`config.mk`:
```
export PLATFORM = sky130hd
export DESIGN_NAME = addpfx_sched
export DESIGN_NICKNAME = d
export VERILOG_FILES = /design/src/rtl/addpfx_pkg.sv /design/src/rtl/addpfx_core_ci.sv /design/src/rtl/addpfx_sched.sv
export SDC_FILE = /design/constraint.sdc
export NUM_CORES = 1
export LEC_CHECK = 0
export BUFFER_PORTS_ARGS = -buffer_cell sky130_fd_sc_hd__buf_4
export CORE_ASPECT_RATIO = 0.9
export CORE_MARGIN = 2
export CORE_UTILIZATION = 35
export CTS_BUF_LIST = sky130_fd_sc_hd__clkbuf_16
export DETAILED_ROUTE_END_ITERATION = 10
export SETUP_SLACK_MARGIN = 0.2
export SLEW_MARGIN = 5
export SYNTH_ARGS = -nofsm -noshare
export SYNTH_HDL_FRONTEND = slang
export SYNTH_SLANG_ARGS = --single-unit
```
`constraint.sdc`:
```
create_clock -name i_clk -period 9.1 [get_ports i_clk]
set_input_delay 0.455 -clock i_clk [delete_from_list [all_inputs] [get_ports i_clk]]
set_output_delay 0.455 -clock i_clk [all_outputs]
set_load 0.02 [all_outputs]
```
`src/rtl/addpfx_pkg.sv`:
```
// Shared types and helpers for the time-shared prefix-adder scheduler.
package addpfx_pkg;

   localparam int LIMB_W   = 8;
   localparam int MAX_REQ  = 8;
   localparam int ID_MAX_W = 3;

   typedef enum logic [0:0] {
      ST_IDLE = 1'b0,
      ST_BUSY = 1'b1
   } state_e;

   typedef struct packed {
      logic [LIMB_W-1:0]   sum;
      logic                cout;
      logic [ID_MAX_W-1:0] id;
      logic                last;
      logic                err;
   } result_t;

   // Returns {found, index}: first set valid bit at or after ptr, wrapping at nreq.
   function automatic logic [ID_MAX_W:0] rr_pick(
      input logic [MAX_REQ-1:0]  valid,
      input logic [ID_MAX_W-1:0] ptr,
      input int unsigned         nreq
   );
      logic [ID_MAX_W:0] res;
      int unsigned       idx;
      res = {(ID_MAX_W+1){1'b0}};
      for (int unsigned k = 0; k < MAX_REQ; k++) begin
         idx = 32'(ptr) + k;
         if (idx >= nreq) begin
            idx = idx - nreq;
         end
         if ((k < nreq) && !res[ID_MAX_W] && valid[idx[ID_MAX_W-1:0]]) begin
            res = {1'b1, idx[ID_MAX_W-1:0]};
         end
      end
      return res;
   endfunction

endpackage

```
`src/rtl/addpfx_core_ci.sv`:
```
// Combinational 8-bit Sklansky prefix adder; carry-in enters as an extra
// generate-only position below bit 0.
module addpfx_core_ci
   import addpfx_pkg::*;
(
   input  logic [LIMB_W-1:0] i_a,
   input  logic [LIMB_W-1:0] i_b,
   input  logic              i_cin,
   output logic [LIMB_W-1:0] o_sum,
   output logic              o_cout
);

   localparam int N   = LIMB_W + 1;
   localparam int LVL = $clog2(N);

   wire [N-1:0] w_g [0:LVL];
   wire [N-1:0] w_p [0:LVL];

   assign w_g[0] = {i_a & i_b, i_cin};
   assign w_p[0] = {i_a ^ i_b, 1'b0};

   genvar l, i;
   generate
      for (l = 0; l < LVL; l++) begin : g_lvl
         for (i = 0; i < N; i++) begin : g_bit
            if (((i >> l) & 1) == 1) begin : g_comb
               localparam int J = ((i >> l) << l) - 1;
               assign w_g[l+1][i] = w_g[l][i] | (w_p[l][i] & w_g[l][J]);
               assign w_p[l+1][i] = w_p[l][i] & w_p[l][J];
            end else begin : g_pass
               assign w_g[l+1][i] = w_g[l][i];
               assign w_p[l+1][i] = w_p[l][i];
            end
         end
      end
   endgenerate

   // Position k of the final generate vector is the carry into bit k.
   assign o_sum  = w_p[0][N-1:1] ^ w_g[LVL][N-2:0];
   assign o_cout = w_g[LVL][N-1];

endmodule

```
`src/rtl/addpfx_sched.sv`:
```
// Arbitrates NREQ multi-limb add streams onto one prefix adder, chaining
// carry per transaction and returning one registered result per beat.
module addpfx_sched
   import addpfx_pkg::*;
#(
   parameter int NREQ     = 4,
   parameter int MAXBEATS = 4
) (
   input  logic                     i_clk,
   input  logic                     i_rst,
   input  logic [NREQ-1:0]          i_req_valid,
   output logic [NREQ-1:0]          o_req_ready,
   input  logic [LIMB_W*NREQ-1:0]   i_req_a,
   input  logic [LIMB_W*NREQ-1:0]   i_req_b,
   input  logic [NREQ-1:0]          i_req_last,
   output logic                     o_res_valid,
   input  logic                     i_res_ready,
   output logic [LIMB_W-1:0]        o_res_sum,
   output logic                     o_res_cout,
   output logic [$clog2(NREQ)-1:0]  o_res_id,
   output logic                     o_res_last,
   output logic                     o_res_err
);

   localparam int IDW  = $clog2(NREQ);
   localparam int CNTW = $clog2(MAXBEATS + 1);

   state_e            r_state;
   logic [IDW-1:0]    r_owner;
   logic [IDW-1:0]    r_rr_ptr;
   logic              r_carry;
   logic [CNTW-1:0]   r_beat_cnt;
   logic              r_res_valid;
   result_t           r_res;

   logic              w_out_free;
   logic [MAX_REQ-1:0] w_valid8;
   logic [ID_MAX_W-1:0] w_ptr3;
   logic [ID_MAX_W:0] w_pick;
   logic              w_grant_ok;
   logic [IDW-1:0]    w_grant_idx;
   logic [ID_MAX_W-1:0] w_grant_id3;
   logic              w_cin;
   logic [NREQ-1:0]   w_ready;
   logic              w_accept;
   logic              w_last;
   logic              w_trunc;
   logic              w_end;
   logic [LIMB_W-1:0] w_a;
   logic [LIMB_W-1:0] w_b;
   logic [LIMB_W-1:0] w_sum;
   logic              w_cout;
   logic [IDW-1:0]    w_next_ptr;
   result_t           w_res;

   assign w_out_free = !r_res_valid || i_res_ready;

   // Widen request vector and pointer to the fixed arbiter width.
   always_comb begin
      w_valid8              = {MAX_REQ{1'b0}};
      w_valid8[NREQ-1:0]    = i_req_valid;
      w_ptr3                = {ID_MAX_W{1'b0}};
      w_ptr3[IDW-1:0]       = r_rr_ptr;
      w_grant_id3           = {ID_MAX_W{1'b0}};
      w_grant_id3[IDW-1:0]  = w_grant_idx;
   end

   assign w_pick = rr_pick(w_valid8, w_ptr3, NREQ);

   // Grant selection: round-robin when idle, locked owner when busy.
   always_comb begin
      case (r_state)
         ST_IDLE: begin
            w_grant_ok  = w_pick[ID_MAX_W];
            w_grant_idx = w_pick[IDW-1:0];
            w_cin       = 1'b0;
         end
         ST_BUSY: begin
            w_grant_ok  = 1'b1;
            w_grant_idx = r_owner;
            w_cin       = r_carry;
         end
         default: begin
            w_grant_ok  = 1'b0;
            w_grant_idx = {IDW{1'b0}};
            w_cin       = 1'b0;
         end
      endcase
   end

   // One-hot ready to the granted requester only.
   always_comb begin
      w_ready = {NREQ{1'b0}};
      if (!i_rst && w_grant_ok && w_out_free) begin
         w_ready[w_grant_idx] = 1'b1;
      end else begin
         w_ready = {NREQ{1'b0}};
      end
   end

   assign o_req_ready = w_ready;
   assign w_accept    = w_ready[w_grant_idx] & i_req_valid[w_grant_idx];
   assign w_last      = i_req_last[w_grant_idx];
   assign w_a         = i_req_a[w_grant_idx*LIMB_W +: LIMB_W];
   assign w_b         = i_req_b[w_grant_idx*LIMB_W +: LIMB_W];
   assign w_trunc     = !w_last && (r_beat_cnt == CNTW'(MAXBEATS - 1));
   assign w_end       = w_last || w_trunc;
   assign w_next_ptr  = (w_grant_idx == IDW'(NREQ - 1)) ? {IDW{1'b0}} : (w_grant_idx + IDW'(1));

   addpfx_core_ci u_core (
      .i_a    (w_a),
      .i_b    (w_b),
      .i_cin  (w_cin),
      .o_sum  (w_sum),
      .o_cout (w_cout)
   );

   // Assemble the result beat presented to the output register.
   always_comb begin
      w_res.sum  = w_sum;
      w_res.cout = w_cout;
      w_res.id   = w_grant_id3;
      w_res.last = w_end;
      w_res.err  = w_trunc;
   end

   // Scheduler FSM, carry chain and output register.
   always_ff @(posedge i_clk) begin
      if (i_rst) begin
         r_state     <= ST_IDLE;
         r_owner     <= {IDW{1'b0}};
         r_rr_ptr    <= {IDW{1'b0}};
         r_carry     <= 1'b0;
         r_beat_cnt  <= {CNTW{1'b0}};
         r_res_valid <= 1'b0;
         r_res       <= '{sum: 8'd0, cout: 1'b0, id: 3'd0, last: 1'b0, err: 1'b0};
      end else begin
         if (w_out_free) begin
            r_res_valid <= w_accept;
            if (w_accept) begin
               r_res <= w_res;
            end
         end
         if (w_accept) begin
            r_carry <= w_cout;
            if (w_end) begin
               r_state    <= ST_IDLE;
               r_beat_cnt <= {CNTW{1'b0}};
               r_rr_ptr   <= w_next_ptr;
            end else begin
               r_state    <= ST_BUSY;
               r_owner    <= w_grant_idx;
               r_beat_cnt <= r_beat_cnt + CNTW'(1);
            end
         end
      end
   end

   assign o_res_valid = r_res_valid;
   assign o_res_sum   = r_res.sum;
   assign o_res_cout  = r_res.cout;
   assign o_res_id    = r_res.id[IDW-1:0];
   assign o_res_last  = r_res.last;
   assign o_res_err   = r_res.err;

endmodule

```
# After elaboration in Yosys (flattened, before gate mapping)
# Index checks and enable logic that the tools add are counted.
[totals] wordCells=120 reg_bits=23
[op_classes] reduce_logical=18 eq_ne=2 muxes=31 add_sub_neg=9 order_cmp=10 bitwise_logic=37 n_shift=2
[op_table] operator="$shiftx A32 B6 Y8" n=2
[op_table] operator="$mux W4" n=5
[op_table] operator="$and A1 B1 Y1" n=19
[op_table] operator="$lt A3 B4 Y1 const B" n=4
[op_table] operator="$xor A8 B8 Y8" n=2
[op_table] operator="$mux W3" n=5
[op_table] operator="$or A1 B1 Y1" n=13
[op_table] operator="$bmux W1 S3" n=4
[op_table] operator="$ge A3 B3 Y1 const B" n=3
[op_table] operator="$mux W1" n=9
[op_table] operator="$sub A3 B3 Y3 const B" n=3
[op_table] operator="$and A8 B8 Y8" n=1
[op_table] operator="$logic_and A1 B1 Y1" n=7
[op_table] operator="$add A2 B2 Y3 const B" n=2
[op_table] operator="$bmux W1 S2" n=3
[op_table] operator="$logic_not A1 Y1" n=6
[op_table] operator="$reduce_and A2 Y1" n=3
[op_table] operator="$pmux W1 S2" n=2
[op_table] operator="$pmux W2 S2" n=1
[op_table] operator="$add A2 B1 Y3 const B" n=1
[op_table] operator="$add A3 B1 Y3 const B" n=1
[op_table] operator="$eq A3 B2 Y1 const B" n=1
[op_table] operator="$ge A2 B3 Y1 const B" n=1
[op_table] operator="$lt A2 B3 Y1 const B" n=1
[op_table] operator="other kinds (8)" n=10

# Longest topological paths before layout
[depth] ltp_word=25 ltp_mapped=19 mapped_depth_nobuf=17

# By module
# Synthesis repeated with hierarchy kept, for this count alone.
[unflattened] hier_cells=295 hier_area_um2=1973.1
[by_module_without_submodules] module="addpfx_sched" instances=1 cells_each=254 area_each_um2=1639.1
[by_module_without_submodules] module="addpfx_core_ci" instances=1 cells_each=41 area_each_um2=334.1

# Least setup slack after synthesis
# OpenSTA, ideal clock, no wires.
[synth_path] path_type="input-to-reg" from="in i_req_valid[0]" to="reg r_res (netlist bit o_res_sum[7])" setup_ps=128 path_stages=18 t_arrival_ps=3673 path_slack_ps=5299 cell_sequence="buf_2 -> and4bb_1 -> o21ai_1 -> and2_4 -> nand2_4 -> inv_2 -> buf_1 -> nand2_1 -> a31oi_1 -> ha_1 -> nor2b_1 -> o21a_1 -> o21ai_0 -> a21oi_1 -> a21o_1 -> fa_1 -> mux2i_1 -> nor2_1"
[synth_between] elab_chain_cells=22 elab_cells_between_ends=57 cone_classes="order compare (2); shift (2); mux (21); bitwise (22); reduce/logical (10)"
[synth_lines] item="start: declaration" line_no="addpfx_sched.sv:11" text="input logic [NREQ-1:0] i_req_valid,"
[synth_lines] item="$bmux W1 S3" line_no="addpfx_pkg.sv:35" text="if ((k < nreq) && !res[ID_MAX_W] && valid[idx[ID_MAX_W-1:0]]) begin"
[synth_lines] item="$mux W1 (implied by the code)" line_no="addpfx_pkg.sv:35"
[synth_lines] item="$mux W4" line_no="addpfx_pkg.sv:35"
[synth_lines] item="$logic_not A1 Y1" line_no="addpfx_pkg.sv:35"
[synth_lines] item="$logic_and A1 B1 Y1" line_no="addpfx_pkg.sv:35"
[synth_lines] item="$mux W4" line_no="addpfx_pkg.sv:35"
[synth_lines] item="$logic_not A1 Y1" line_no="addpfx_pkg.sv:35"
[synth_lines] item="$logic_and A1 B1 Y1" line_no="addpfx_pkg.sv:35"
[synth_lines] item="(+5 left out)"
[synth_lines] item="via w_grant_idx[1]" line_no="addpfx_sched.sv:41" text="logic [IDW-1:0] w_grant_idx;"
[synth_lines] item="(+2 left out)"
[synth_lines] item="$and A1 B1 Y1" line_no="addpfx_core_ci.sv:28" text="assign w_g[l+1][i] = w_g[l][i] | (w_p[l][i] & w_g[l][J]);"
[synth_lines] item="$or A1 B1 Y1" line_no="addpfx_core_ci.sv:28"
[synth_lines] item="$and A1 B1 Y1" line_no="addpfx_core_ci.sv:28"
[synth_lines] item="$or A1 B1 Y1" line_no="addpfx_core_ci.sv:28"
[synth_lines] item="$and A1 B1 Y1" line_no="addpfx_core_ci.sv:28"
[synth_lines] item="$or A1 B1 Y1" line_no="addpfx_core_ci.sv:28"
[synth_lines] item="$xor A8 B8 Y8 (*)" line_no="addpfx_core_ci.sv:39" text="assign o_sum = w_p[0][N-1:1] ^ w_g[LVL][N-2:0];"
[synth_lines] item="via u_core.o_sum[7]" line_no="addpfx_core_ci.sv:9" text="output logic [LIMB_W-1:0] o_sum,"
[synth_lines] item="end signal: assignment" line_no="addpfx_sched.sv:136" text="r_res <= '{sum: 8'd0, cout: 1'b0, id: 3'd0, last: 1'b0, err: 1'b0};"
[synth_lines] item="end signal: assignment" line_no="addpfx_sched.sv:141" text="r_res <= w_res;"
[synth_lines] item="end: declaration" line_no="addpfx_sched.sv:34" text="result_t r_res;"
# Mark *: on every way through the listed nets, which the timed path passes. The rest lies on a longest branch. The select of a mux whose other input is x is not followed.
# A chain may end at the register's enable or synchronous reset.

# Worst setup path in the final report
[layout_path] from="reg r_rr_ptr[1]" to="reg r_res (netlist bit o_res_sum[7])"
[layout_between] elab_chain_cells=24 elab_cells_between_ends=72 cone_classes="add/sub (7); order compare (6); shift (2); mux (25); bitwise (22); reduce/logical (10)"
[layout_lines] item="start: declaration" line_no="addpfx_sched.sv:30" text="logic [IDW-1:0] r_rr_ptr;"
[layout_lines] item="start signal: assignment" line_no="addpfx_sched.sv:132" text="r_rr_ptr <= {IDW{1'b0}};"
[layout_lines] item="start signal: assignment" line_no="addpfx_sched.sv:149" text="r_rr_ptr <= w_next_ptr;"
[layout_lines] item="parallel branches: the longest is 13 deep, another holds $add A2 B1 Y3"
[layout_lines] item="$mux W4 (*)" line_no="addpfx_pkg.sv:35"
[layout_lines] item="$pmux W2 S2 (*)" line_no="addpfx_sched.sv:72" text="case (r_state)"
[layout_lines] item="$shiftx A32 B6 Y8, on equally long branches" line_no="addpfx_sched.sv:104, addpfx_sched.sv:105"
[layout_lines] item="$xor A8 B8 Y8" line_no="addpfx_core_ci.sv:20" text="assign w_p[0] = {i_a ^ i_b, 1'b0};"
[layout_lines] item="$and A1 B1 Y1" line_no="addpfx_core_ci.sv:28"
[layout_lines] item="$or A1 B1 Y1" line_no="addpfx_core_ci.sv:28"
[layout_lines] item="$and A1 B1 Y1" line_no="addpfx_core_ci.sv:28"
[layout_lines] item="$or A1 B1 Y1" line_no="addpfx_core_ci.sv:28"
[layout_lines] item="$and A1 B1 Y1" line_no="addpfx_core_ci.sv:28"
[layout_lines] item="$or A1 B1 Y1" line_no="addpfx_core_ci.sv:28"
[layout_lines] item="$xor A8 B8 Y8 (*)" line_no="addpfx_core_ci.sv:39"
[layout_lines] item="via u_core.o_sum[7]" line_no="addpfx_core_ci.sv:9"
# Mark *: on every way through the listed nets, which the timed path passes. The select of a mux whose other input is x is not followed.

==> flow_metrics.tcl <==
set metrics [dict create \
    status "finished clean" \
    row_count 26 \
    fillers 568 \
    async_reset_ff_share_pct 0 \
    cp_cell_sequence "and4bb_1 > o21ai_1 > and2_4 > nand2_4 > inv_2 > nand2_1 > and3_1 > a31oi_1 > ha_1 > nor2b_1 > o21a_1 > o21ai_0 > a21oi_1 > a21o_1 > fa_1 > mux2i_1 > nor2_1" \
    met3_usage_pct 3.40 \
    slowest_stage "inv_2" \
    track_usage_pct 17.9 \
    power_frac_clock_pct 8.5 \
    first_iter_violations 126 \
    drcViolationCount 0 \
    vias_per_cell 5.10 \
    ys_warn_count 0 \
    max_stage_delay_ns 0.56 \
    layout.nets 458 \
    busiest_layer "met2" \
    drive_above_1_share_pct 33.6 \
    power_density_nw_per_um2 369 \
    routed_wl_um 5900 \
    crit_path_max_fanout 37 \
    cts_tree "yes" \
    hold_class "flip-flop to flip-flop" \
    clk_pin_slew_worst_paths_ns 0.05 \
    cts.hold.buffers_added 0 \
    cp.buffers_inverters 1 \
    clk_latency_ns 0.25 \
    p_sw_share_pct 49.1 \
    ys_ff_latch 23 \
    end_kind "flip-flop" \
    antenna_found_initial 0 \
    cts_sinks 23 \
    die_x_um 86.0 \
    synth-edff-count 0 \
    syn2layout_area_growth_pct 38.1 \
    io_pins 93 \
    detailed_place_hpwl_um 4680 \
    rr_worst_depth 17 \
    post_cts_resized 0 \
    relSlewSlack_pct 58.0 \
    switching_power_mw 0.530 \
    syn_area_um2 2120 \
    cp.depth 17 \
    intPower_mw 0.549 \
    synthFlopType "dfxtp_1" \
    fin_worst_skew_ns 0.00300 \
    startpoint_type "flip-flop" \
    first_pass_iters 5 \
    core_area_um2 5760 \
    use_met1_pct 26.5 \
    drv_slew 0 \
    fin_crit_sh_pct 48.7 \
    die-area_um2 6690 \
    hold_slack_ns 0.475 \
    fmax_ghz 0.226 \
    ant_nets 0 \
    synthDistinctLibCells 57 \
    multi_input_area_um2 1570 \
    use_met2_pct 26.9 \
    hold_violations 0 \
    p_leak_nw 1.39 \
    synth-seq-area-share_pct 21.7 \
    insertedDiodeCount 0 \
    critical_path_class "flip-flop to flip-flop" \
    cts_setup_buffers 0 \
    grt_pass1_wl_um 9870 \
    hold_depth 2 \
    initial_core_util_pct 36.8 \
    grt_pass1_vias 2115 \
    cts_root_buf "clkbuf_16" \
    syn_inst 282 \
    syn_avg_cell_area_um2 7.51 \
    ctsLongestPathBuffers 2 \
    rsz0062_at_grt "no" \
    wl_per_cell_um 13.5 \
    worstMarginPinSlew_ns 0.629 \
    seq_power_share_pct 14.9 \
    max_cap_viol_count 0 \
    setup_viol 0 \
    grt_max_degree 38 \
    htreeDepth 1 \
    period_minus_slack_ns 4.43 \
    required_ns 9.23 \
    die_h_um 77.8 \
    regArea_um2 460 \
    irDropWorstVdd_v 0.000151 \
    pwr-share-comb_pct 76.6 \
    synthesis.nets 373 \
    place_congestion 0.780 \
    port_buffers 92 \
    tns_ns 0 \
    cpLargestDelayFamily "compound AO/OA/AOI/OAI gates" \
    overflow 0 \
    vias 2222 \
    arrival_ns 4.56 \
    cts_buffers 3 \
]
## cell families after synthesis
group | count (synthesis) | share of synthesized area [%]
xor gates and xnor gates | 4 | 1.66
adders and majority gates | 16 | 10.9
and+or+nand+nor | 151 | 36.4
AOI/OAI and AO/OA | 56 | 18.8
muxes | 12 | 6.15
DFF | 23 | 21.7
buffers and inverters | 20 | 4.37
## state kept, by name (all words and copies together), names as in the netlist
name         flops
o_res_cout       1
o_res_err        1
o_res_id         2
o_res_last       1
o_res_sum        8
o_res_valid      1
r_beat_cnt       3
r_carry          1
r_owner          2
r_rr_ptr         2
r_state          1
## layout make-up
type	instances	share of cell area (%)
sequential	23	15.7
clock inverter	1	0.171
timing repair buffer	94	24.1
tap	70	3.00
clock buffer	3	2.57
inverter	6	0.770
multi-input combinational	239	53.6
## worst paths after layout
kind | from | to | slack [ns]
max | r_rr_ptr[1] | o_res_sum[7] | 4.67
min | r_owner[1] | r_owner[1] | 0.47
max reg2reg | r_rr_ptr[1] | o_res_sum[7] | 4.67
min reg2reg | r_owner[1] | r_owner[1] | 0.47
## per-stage QoR
step	area [µm²]	utilization, %	power (mW)	std cells	setup slack (ns)
floorplan	2120	-	0.776	282	5.30
global placement	2840	49.4	0.982	432	4.75
detailed placement	2840	49.4	0.989	432	4.57
CTS	2920	50.8	1.09	436	4.65
global route	2920	50.8	1.19	436	4.20
finish	2920	50.8	1.08	436	4.67
## layout by cell type (no fill, tap or decap), drive strengths merged, types with 3 or more instances in the layout
| cell type | n |
|---|---|
| a211oi | 5 |
| dfxtp | 23 |
| o21ai | 7 |
| nor2b | 6 |
| ha | 12 |
| nor3b | 3 |
| and2 | 7 |
| nand3 | 5 |
| a21o | 3 |
| xnor2 | 3 |
| and3 | 15 |
| or2 | 4 |
| a21oi | 13 |
| nand2 | 66 |
| buf | 94 |
| nor2 | 22 |
| fa | 4 |
| clkbuf | 3 |
| a31oi | 16 |
| inv | 6 |
| nand2b | 13 |
| mux2i | 10 |
## cell usage after synthesis (all sizes together), types with 2 or more instances
cell type / n / area [µm²]
xnor2: 3 / 26.3
inv: 6 / 22.5
ha: 12 / 150
nor2b: 6 / 37.5
nor3: 2 / 10.0
buf: 6 / 40.0
a21oi: 13 / 68.8
or2: 4 / 25.0
nand3: 5 / 30.0
a21o: 3 / 22.5
nand3b: 2 / 15.0
dfxtp: 23 / 460
clkbuf: 8 / 30.0
and3: 15 / 93.8
nand2b: 13 / 81.3
nor2: 22 / 92.6
a211oi: 5 / 70.1
and2: 7 / 47.6
nand2: 66 / 258
mux2: 2 / 30.0
mux2i: 10 / 100
o21ai: 7 / 35.0
a31oi: 16 / 100
nor3b: 3 / 27.5
or3: 2 / 12.5
fa: 4 / 80.1
## worst register-to-register path: stages, from the launching register on
cell      delay, ns
dfxtp_1        0.48
and4bb_1       0.25
o21ai_1        0.21
and2_4         0.21
nand2_4        0.23
inv_2          0.56
nand2_1        0.11
and3_1         0.20
a31oi_1        0.29
ha_1           0.29
nor2b_1        0.13
o21a_1         0.17
o21ai_0        0.21
a21oi_1        0.13
a21o_1         0.21
fa_1           0.43
mux2i_1        0.14
nor2_1         0.05
## power by group through the flow
| stage | Sequential [mW] | Clock, mW | Combinational, mW |
|---|---|---|---|
| 2_1_floorplan | 0.181 | 0 | 0.595 |
| 3_3_place_gp | 0.163 | 0 | 0.820 |
| 3_5_place_dp | 0.162 | 0 | 0.827 |
| 4_1_cts | 0.161 | 0.0957 | 0.833 |
| 5_1_grt | 0.165 | 0.0990 | 0.930 |
| 6_report | 0.161 | 0.0920 | 0.827 |
## routing by layer
layer  vias to the layer above  wire length, µm
li1                       1148                -
met1                       987             2910
met2                        81             2530
met3                         6              412
met4                         0               44
met5                         -                0
(Power assumes the default switching activity.)
